$ cat src/rtl/stall_ctrl_pkg.sv
// stall_ctrl_pkg: shared definitions for the pipeline stall/flush controller.
//   state_t  - controller state encodings
//   ctrl_t   - bundle of the combinational hold/bubble/flush strobes
//   DEF_*    - default parameter values
package stall_ctrl_pkg;

   typedef enum logic [1:0] {
      ST_RUN      = 2'd0,
      ST_MEM_WAIT = 2'd1,
      ST_DRAIN    = 2'd2,
      ST_HALTED   = 2'd3
   } state_t;

   typedef struct packed {
      logic hold_pc;
      logic hold_ifid;
      logic hold_idex;
      logic bubble_idex;
      logic flush_ifid;
   } ctrl_t;

   localparam int unsigned DEF_CNT_W        = 4;
   localparam int unsigned DEF_MEM_WAIT_MAX = 15;
   localparam int unsigned DEF_DRAIN_CYCLES = 3;

endpackage

$ cat src/rtl/stall_ctrl_wait_counter.sv
// stall_ctrl_wait_counter: CNT_W-bit saturating up-counter shared by the
// memory-wait timeout and the drain sequence.
//   clk   - clock, rising edge
//   rst   - synchronous active-high reset (count <= 0)
//   clr   - synchronous clear (highest priority after rst)
//   load1 - synchronous load of 1
//   inc   - increment enable; holds at all-ones instead of wrapping
//   cnt   - current count
module stall_ctrl_wait_counter #(
   parameter int unsigned CNT_W = 4
) (
   input  logic             clk,
   input  logic             rst,
   input  logic             clr,
   input  logic             load1,
   input  logic             inc,
   output logic [CNT_W-1:0] cnt
);

   localparam logic [CNT_W-1:0] CNT_MAX = '1;
   localparam logic [CNT_W-1:0] CNT_ONE = CNT_W'(1);

   logic [CNT_W-1:0] cnt_d, cnt_q;
   logic             cnt_en;

   // Enable-flop style: the register only loads when one of the controls is
   // active, so an idle counter simply holds its value.
   always_comb begin
      cnt_en = clr | load1 | (inc & (cnt_q != CNT_MAX));
      if (clr) begin
         cnt_d = '0;
      end else if (load1) begin
         cnt_d = CNT_ONE;
      end else begin
         cnt_d = cnt_q + CNT_ONE;
      end
   end

   always_ff @(posedge clk) begin
      if (rst) begin
         cnt_q <= '0;
      end else if (cnt_en) begin
         cnt_q <= cnt_d;
      end
   end

   assign cnt = cnt_q;

endmodule

$ cat src/rtl/stall_ctrl.sv
// stall_ctrl: pipeline stall/flush controller for the RISCII core.
// Drives the S (hold) pins of the PC, IF/ID and ID/EX enable-flop registers,
// plus bubble/flush strobes, and sequences memory waits (with timeout) and
// a drain-then-halt sequence.
//   clk, rst              - clock and synchronous active-high reset
//   mem_req, mem_ack      - memory access in flight / completing this cycle
//   hzd_load_use          - load-use hazard in ID
//   branch_taken          - taken branch/jump resolved in EX
//   halt_req, resume      - enter / leave the halted state
//   hold_pc/ifid/idex     - combinational S inputs (1 keeps current value)
//   bubble_idex           - load NOP into ID/EX
//   flush_ifid            - load NOP into IF/ID
//   halted, mem_timeout   - registered status; mem_timeout is sticky until rst
module stall_ctrl
   import stall_ctrl_pkg::*;
#(
   parameter int unsigned CNT_W        = DEF_CNT_W,
   parameter int unsigned MEM_WAIT_MAX = DEF_MEM_WAIT_MAX,
   parameter int unsigned DRAIN_CYCLES = DEF_DRAIN_CYCLES
) (
   input  logic clk,
   input  logic rst,
   input  logic mem_req,
   input  logic mem_ack,
   input  logic hzd_load_use,
   input  logic branch_taken,
   input  logic halt_req,
   input  logic resume,
   output logic hold_pc,
   output logic hold_ifid,
   output logic hold_idex,
   output logic bubble_idex,
   output logic flush_ifid,
   output logic halted,
   output logic mem_timeout
);

   localparam logic [CNT_W-1:0] WAIT_LIMIT  = CNT_W'(MEM_WAIT_MAX);
   localparam logic [CNT_W-1:0] DRAIN_LIMIT = CNT_W'(DRAIN_CYCLES);

   state_t           state_q, state_d;
   logic             halted_q, halted_d;
   logic             timeout_q, timeout_d;
   logic             cnt_clr, cnt_load1, cnt_inc;
   logic [CNT_W-1:0] cnt;
   logic             stall;
   ctrl_t            ctrl;

   assign stall = mem_req & ~mem_ack;

   stall_ctrl_wait_counter #(
      .CNT_W (CNT_W)
   ) u_wait_counter (
      .clk   (clk),
      .rst   (rst),
      .clr   (cnt_clr),
      .load1 (cnt_load1),
      .inc   (cnt_inc),
      .cnt   (cnt)
   );

   // State and status registers.
   always_ff @(posedge clk) begin
      if (rst) begin
         state_q   <= ST_RUN;
         halted_q  <= 1'b0;
         timeout_q <= 1'b0;
      end else begin
         state_q   <= state_d;
         halted_q  <= halted_d;
         timeout_q <= timeout_d;
      end
   end

   // Next-state, counter control and status updates.
   always_comb begin
      state_d   = state_q;
      halted_d  = halted_q;
      timeout_d = timeout_q;
      cnt_clr   = 1'b0;
      cnt_load1 = 1'b0;
      cnt_inc   = 1'b0;
      case (state_q)
         ST_RUN: begin
            if (stall) begin
               cnt_load1 = 1'b1;
               state_d   = ST_MEM_WAIT;
            end else if (!branch_taken && !hzd_load_use && halt_req) begin
               cnt_load1 = 1'b1;
               state_d   = ST_DRAIN;
            end else begin
               cnt_clr = 1'b1;
            end
         end
         ST_MEM_WAIT: begin
            // Branch/halt presented during the ack cycle are dropped; their
            // sources hold or re-present them.
            if (mem_ack) begin
               cnt_clr = 1'b1;
               state_d = ST_RUN;
            end else if (cnt < WAIT_LIMIT) begin
               cnt_inc = 1'b1;
            end else begin
               timeout_d = 1'b1;
               halted_d  = 1'b1;
               state_d   = ST_HALTED;
            end
         end
         ST_DRAIN: begin
            // A stall freezes the drain count until memory catches up.
            if (!stall) begin
               cnt_inc = 1'b1;
               if (cnt >= DRAIN_LIMIT) begin
                  halted_d = 1'b1;
                  state_d  = ST_HALTED;
               end
            end
         end
         ST_HALTED: begin
            if (resume && !timeout_q) begin
               cnt_clr  = 1'b1;
               halted_d = 1'b0;
               state_d  = ST_RUN;
            end
         end
         default: begin
            cnt_clr = 1'b1;
            state_d = ST_RUN;
         end
      endcase
   end

   // Combinational strobes; they act at the same edge as the causing event.
   always_comb begin
      ctrl = '0;
      if (!rst) begin
         case (state_q)
            ST_RUN: begin
               if (stall) begin
                  ctrl.hold_pc   = 1'b1;
                  ctrl.hold_ifid = 1'b1;
                  ctrl.hold_idex = 1'b1;
               end else if (branch_taken) begin
                  // ID holds a wrong-path instruction, so flush beats load-use.
                  ctrl.flush_ifid  = 1'b1;
                  ctrl.bubble_idex = 1'b1;
               end else if (hzd_load_use) begin
                  ctrl.hold_pc     = 1'b1;
                  ctrl.hold_ifid   = 1'b1;
                  ctrl.bubble_idex = 1'b1;
               end else if (halt_req) begin
                  ctrl.hold_pc    = 1'b1;
                  ctrl.flush_ifid = 1'b1;
               end
            end
            ST_MEM_WAIT: begin
               if (!mem_ack) begin
                  ctrl.hold_pc   = 1'b1;
                  ctrl.hold_ifid = 1'b1;
                  ctrl.hold_idex = 1'b1;
               end
            end
            ST_DRAIN: begin
               ctrl.hold_pc    = 1'b1;
               ctrl.flush_ifid = 1'b1;
               if (stall) begin
                  ctrl.hold_ifid = 1'b1;
                  ctrl.hold_idex = 1'b1;
               end
            end
            ST_HALTED: begin
               ctrl.hold_pc   = 1'b1;
               ctrl.hold_ifid = 1'b1;
               ctrl.hold_idex = 1'b1;
            end
            default: ctrl = '0;
         endcase
      end
   end

   assign hold_pc     = ctrl.hold_pc;
   assign hold_ifid   = ctrl.hold_ifid;
   assign hold_idex   = ctrl.hold_idex;
   assign bubble_idex = ctrl.bubble_idex;
   assign flush_ifid  = ctrl.flush_ifid;
   assign halted      = halted_q;
   assign mem_timeout = timeout_q;

endmodule

$ cat config.mk
export PLATFORM = sky130hd
export DESIGN_NAME = stall_ctrl
export DESIGN_NICKNAME = d
export VERILOG_FILES = /design/src/rtl/stall_ctrl_pkg.sv /design/src/rtl/stall_ctrl_wait_counter.sv /design/src/rtl/stall_ctrl.sv
export SDC_FILE = /design/constraint.sdc
export NUM_CORES = 1
export LEC_CHECK = 0
export CAP_MARGIN = 30
export CORE_UTILIZATION = 43
export CTS_CLUSTER_DIAMETER = 50
export CTS_CLUSTER_SIZE = 25
export DETAILED_ROUTE_END_ITERATION = 10
export GPL_ROUTABILITY_DRIVEN = 0
export PLACE_DENSITY = 0.76
export SLEW_MARGIN = 30
export SYNTH_ARGS = -nofsm -noshare
export SYNTH_HDL_FRONTEND = slang
export SYNTH_SLANG_ARGS = --single-unit
$ cat constraint.sdc
create_clock -name clk -period 5 [get_ports clk]
set_clock_uncertainty 0.15 [all_clocks]
set_input_delay 1 -clock clk [delete_from_list [all_inputs] [get_ports clk]]
set_output_delay 1 -clock clk [all_outputs]
set_load 0.03 [all_outputs]
# Word-level counts from Yosys, hierarchy flattened
# Index checks and enable logic that the tools add are counted.
# word_totals
output_inout_bits	7
ff_bits	8
wordCells	78
# op_classes
mux	43
n_addsub	1
n_reduce_logical	11
n_bitwise	6
magnitude_cmp	2
n_eq_ne	11
# ops
op	count
2-bit two-way mux	12
1-bit two-way mux	21
3-bit case mux with 4 select lines	1
2-bit inequality test, second input constant	5
4-bit two-way mux	2
2-bit case mux with 4 select lines	1
3-bit inequality test, second input constant	2
1-bit case mux with 3 select lines	2
6-bit AND reduction	1
5-bit two-way mux	1
5-bit AND reduction	1
4-bit by 1-bit adder with 4-bit output, second input constant	1
2-bit equality test, second input constant	2
4-bit by 2-bit greater-or-equal comparator with 1-bit output, second input constant	1
4-bit less-than comparator, second input constant	1
4-bit inequality test, second input constant	1
1-bit case mux with 2 select lines	2
1-bit logical AND	3
1-bit logical NOT	3
3-bit two-way mux	1
3-bit AND reduction	1
3-bit nonzero test	1
1-bit bitwise AND	2
2-bit by 1-bit equality test with 1-bit output, second input constant	1
3 further kinds	5

# Depth between registers and ports, before layout
# logic_depth
ltp_word	8
ltp_mapped	7
ltp_nobuf	6

# Modules after synthesis
# A second synthesis with hierarchy kept.
# unflattened
cells_unflattened	88
area_unflattened_um2	691.9
# modules_own_cells
module	instances	area_per_inst_um2	cells_each
stall_ctrl	1	486.7	66
stall_ctrl_wait_counter	1	205.2	22

# Worst setup path after synthesis
# No wires, ideal clock.
# synth_path
path_kind	input -> output
from	in mem_ack
to	out bubble_idex
arrival_ns	2.006
path_slack_ns	1.844
cell_stages	4
t_required_ns	3.850
cell_sequence	nand2b_1 buf_4 nand2_1 nor3_1
# synth_via
elab_chain_len	5
# synth_lines
element	line	source
start, declared	stall_ctrl.sv:24	input logic mem_ack,
1-bit inverter (no line)	n/a	
1-bit bitwise AND	stall_ctrl.sv:49	assign stall = mem_req & ~mem_ack;
2-bit two-way mux	stall_ctrl.sv:139	if (stall) begin
1-bit two-way mux	stall_ctrl.sv:137	case (state_q)
5-bit two-way mux	stall_ctrl.sv:136	if (!rst) begin
end, declared	stall_ctrl.sv:32	output logic bubble_idex,
# No other way between the ends.

# Worst setup path in the final report
# Same ends and word-level chain as after synthesis.

==> results.json <==
{
  "status": "finished, final reports clean",
  "timing.final.crit_period_ns": 4.111,
  "cts_tree": "yes",
  "clk_transition_reported_paths_ns": 0.05,
  "hp-start": "halted$_SDFFE_PP0P_",
  "wl_per_cell_um": 13.71,
  "startpoint_type": "input pin",
  "yosys-top-cells-area": "dfxtp_1 22%, ha_1 11%, nor2_1 5.3%, a21oi_2 4.9%, a21oi_1 3.5%",
  "cp.arrival_ns": 2.96,
  "drt-initial-drc-count": 17,
  "yosysSeqAreaShare_pct": 22.50,
  "worstSkewPairLatency_ns": 0.26,
  "p_sw_share_pct": 46.37,
  "setup_viol": 0,
  "synth_xor_area_share_pct": 0,
  "cp_common_cell": "clkdlybuf4s50_1",
  "critPathRequiredTime_ns": 3.85,
  "num-fill-cells": 150,
  "grt_pass1_vias": 684,
  "start_util_pct": 46.72,
  "power_switching_mw": 0.1779,
  "finalHoldViolations": 0,
  "ctsHoldBuffers": 0,
  "critPathMaxFanout": 9,
  "grt_usage_pct": 20.67,
  "p_total_mw": 0.3836,
  "vias": 715,
  "register_area_um2": 160.2,
  "tightestPinTransition_ns": 0.3910,
  "comb_power_share_pct": 64.9,
  "core_area_um2": 1524,
  "ctsResizeCount": 0,
  "antenna_found_initial": 0,
  "synth_top_family_by_area": "compound AO/OA/AOI/OAI gates",
  "tns_ns": 0,
  "p_int_mw": 0.2057,
  "period_share_pct": 82.22,
  "power.density_nw_per_um2": 436.1,
  "viasPerCell": 6.008,
  "critPathMaxStageDelay_ns": 0.69,
  "grt_pass1_wl_mm": 2.939,
  "worstSetupPathType": "input pin to output port",
  "dp_hpwl_mm": 1.204,
  "synth-seq-cells": 8,
  "clk_path_buf_depth": 2,
  "cpMaxStageDelayCell": "clkdlybuf4s50_1",
  "syn_inst": 89,
  "r2r_setup_slack_ns": 3.08,
  "hp-class": "flop to flop",
  "ys.warnings.count": 0,
  "synth_fa_ha_area_share_pct": 10.54,
  "path_cells": "clkdlybuf4s50_1 -> nand2b_1 -> nand2_1 -> nor3_1 -> clkdlybuf4s50_1",
  "portBuffers": 14,
  "rsz0062_at_grt": "no",
  "cap_violations": 0,
  "grt_max_degree": 12,
  "ios": 15,
  "slew_violations": 0,
  "synth-simple-area-share_pct": 27.77,
  "setup_slack_ns": 0.8892,
  "dp_slack_ns": 0.8997,
  "yosys.area.top_type_share_pct": 22.50,
  "synthMuxAreaShare_pct": 0,
  "drc_errors": 0,
  "syn_area_um2": 711.9,
  "syn_to_final_growth_pct": 23.55,
  "maxSlewHeadroom_pct": 73.93,
  "cp-startpoint": "mem_ack",
  "cts-root-buf": "clkbuf_4",
  "pwr-share-seq_pct": 22.0,
  "fmax_ghz": 0.2433,
  "ant_nets": 0,
  "endpoint_kind": "output port",
  "synth_top_area_cell": "dfxtp_1",
  "nets": 119,
  "antennaDiodeCount": 0,
  "cts_max_level": 1,
  "drt_first_pass_iters": 4,
  "p_leak_nw": 0.3291,
  "multi_input_area_um2": 521.8,
  "cts.sinks": 8,
  "synth_compound_gate_area_share_pct": 34.97,
  "drive_above_1_share_pct": 11.65,
  "avgSynthCellArea_um2": 7.999,
  "clkPwrFrac_pct": 13.1,
  "synth_nets": 103,
  "wirelength_mm": 1.632,
  "dieArea_um2": 1822,
  "fp.dieW_um": 42.69,
  "die_h_um": 42.69,
  "numCtsBuffers": 3,
  "r2r_start": "state_q[1]$_SDFFE_PP0P_",
  "grt_overflow_total": 0,
  "postCtsSetupRepairBufs": 0,
  "synth_cell_types": 39,
  "num_rows": 14,
  "peakVddDrop_mv": 0.2544
}
[path summary, 6_finish.rpt]
check	endpoint	depth (start not counted)
worst max-delay path	bubble_idex	5
worst min-delay path	halted$_SDFFE_PP0P_	1
worst max register to register	u_wait_counter.cnt[3]$_SDFFE_PP0P_	6
worst min register to register	halted$_SDFFE_PP0P_	1
[routing by layer]
| metal | share of wire (%) | vias up | wire, µm | global-route usage, % |
|---|---|---|---|---|
| met5 | 0 | - | 0 | 0 |
| li1 | - | 366 | - | - |
| met1 | 50 | 324 | 815 | 27.75 |
| met4 | 0.86 | 0 | 14 | 6.875 |
| met3 | 6.9 | 2 | 112 | 4.681 |
| met2 | 42 | 23 | 689 | 32.42 |
[through the flow]
step	utilization [%]	instances	cell area, µm²	hold WS [ns]
global placement	56.24	116	857.1	0.3346
detailed placement	56.24	116	857.1	0.3366
floorplan	-	89	711.9	0.3337
global route	57.72	119	879.6	0.3751
finish	57.72	119	879.6	0.3573
CTS	57.72	119	879.6	0.3539
[sequential cells by signal, summed over array words and instances, names as in the netlist]
| name | count |
|---|---|
| u_wait_counter.cnt | 4 |
| mem_timeout | 1 |
| state_q | 2 |
| halted | 1 |
[power by group through the flow]
stage	clock (mW)	sequential [mW]	combinational, mW
after floorplan	0	0.0887	0.182
after global placement	0	0.0851	0.245
after detailed placement	0	0.0858	0.248
after CTS	0.0512	0.0845	0.249
after global routing	0.0544	0.0856	0.279
final	0.0503	0.0844	0.249
[worst max-delay path, delay by kind of cell]
family / cells / cell delay, ns
buf+inv: 2 / 1.27
simple gates: 3 / 0.68
[area by class of cell]
class | instances | area share, %
Multi-Input combinational cell | 74 | 59.32
Sequential cell | 8 | 18.21
Timing Repair Buffer | 14 | 15.93
Clock buffer | 3 | 2.560
Tap cell | 16 | 2.276
Inverter | 4 | 1.707
[placed cells by master, fill, tap and decap left out, types with 2 or more instances in the layout]
master           Yosys  final
clkdlybuf4s50_1      0     14
nor2_1              10     10
dfxtp_1              8      8
ha_1                 6      6
a21oi_1              5      5
o21ai_0              5      5
inv_1                4      4
nand2_1              4      4
a21oi_2              4      4
nand2b_1             3      3
nand4_1              3      3
or3_1                3      3
clkbuf_4             0      3
nor3_1               2      2
nor2b_1              2      2
a31oi_1              2      2
nand3_1              2      2
a31o_1               2      2
a22oi_1              2      2
[Yosys cell counts]
| master | n |
|---|---|
| nor2_1 | 10 |
| dfxtp_1 | 8 |
| ha_1 | 6 |
| a21oi_1 | 5 |
| o21ai_0 | 5 |
| a21oi_2 | 4 |
| inv_1 | 4 |
| nand2_1 | 4 |
| nand2b_1 | 3 |
| nand4_1 | 3 |
| or3_1 | 3 |
| a22oi_1 | 2 |
| a31o_1 | 2 |
| a31oi_1 | 2 |
| nand3_1 | 2 |
| nor2b_1 | 2 |
| nor3_1 | 2 |
| a21bo_2 | 1 |
| a21o_1 | 1 |
| a311oi_2 | 1 |
| a32o_1 | 1 |
| a32oi_2 | 1 |
| and2_1 | 1 |
| and3_1 | 1 |
| and3b_1 | 1 |
| buf_1 | 1 |
| buf_4 | 1 |
| clkbuf_1 | 1 |
| nand3b_1 | 1 |
| nor3b_1 | 1 |
| o211a_1 | 1 |
| o211ai_1 | 1 |
| o211ai_2 | 1 |
| o21ai_1 | 1 |
| o22a_1 | 1 |
| o2bb2ai_1 | 1 |
| o31ai_1 | 1 |
| or3b_1 | 1 |
| or3b_4 | 1 |
[kinds of logic after synthesis]
| logic type | Yosys count |
|---|---|
| AO/OA/AOI/OAI | 32 |
| AND/OR/NAND/NOR | 36 |
| flip-flops | 8 |
| buffers and inverters | 7 |
| adder cells (fa/ha/maj) | 6 |
(Power assumes the default switching activity.)
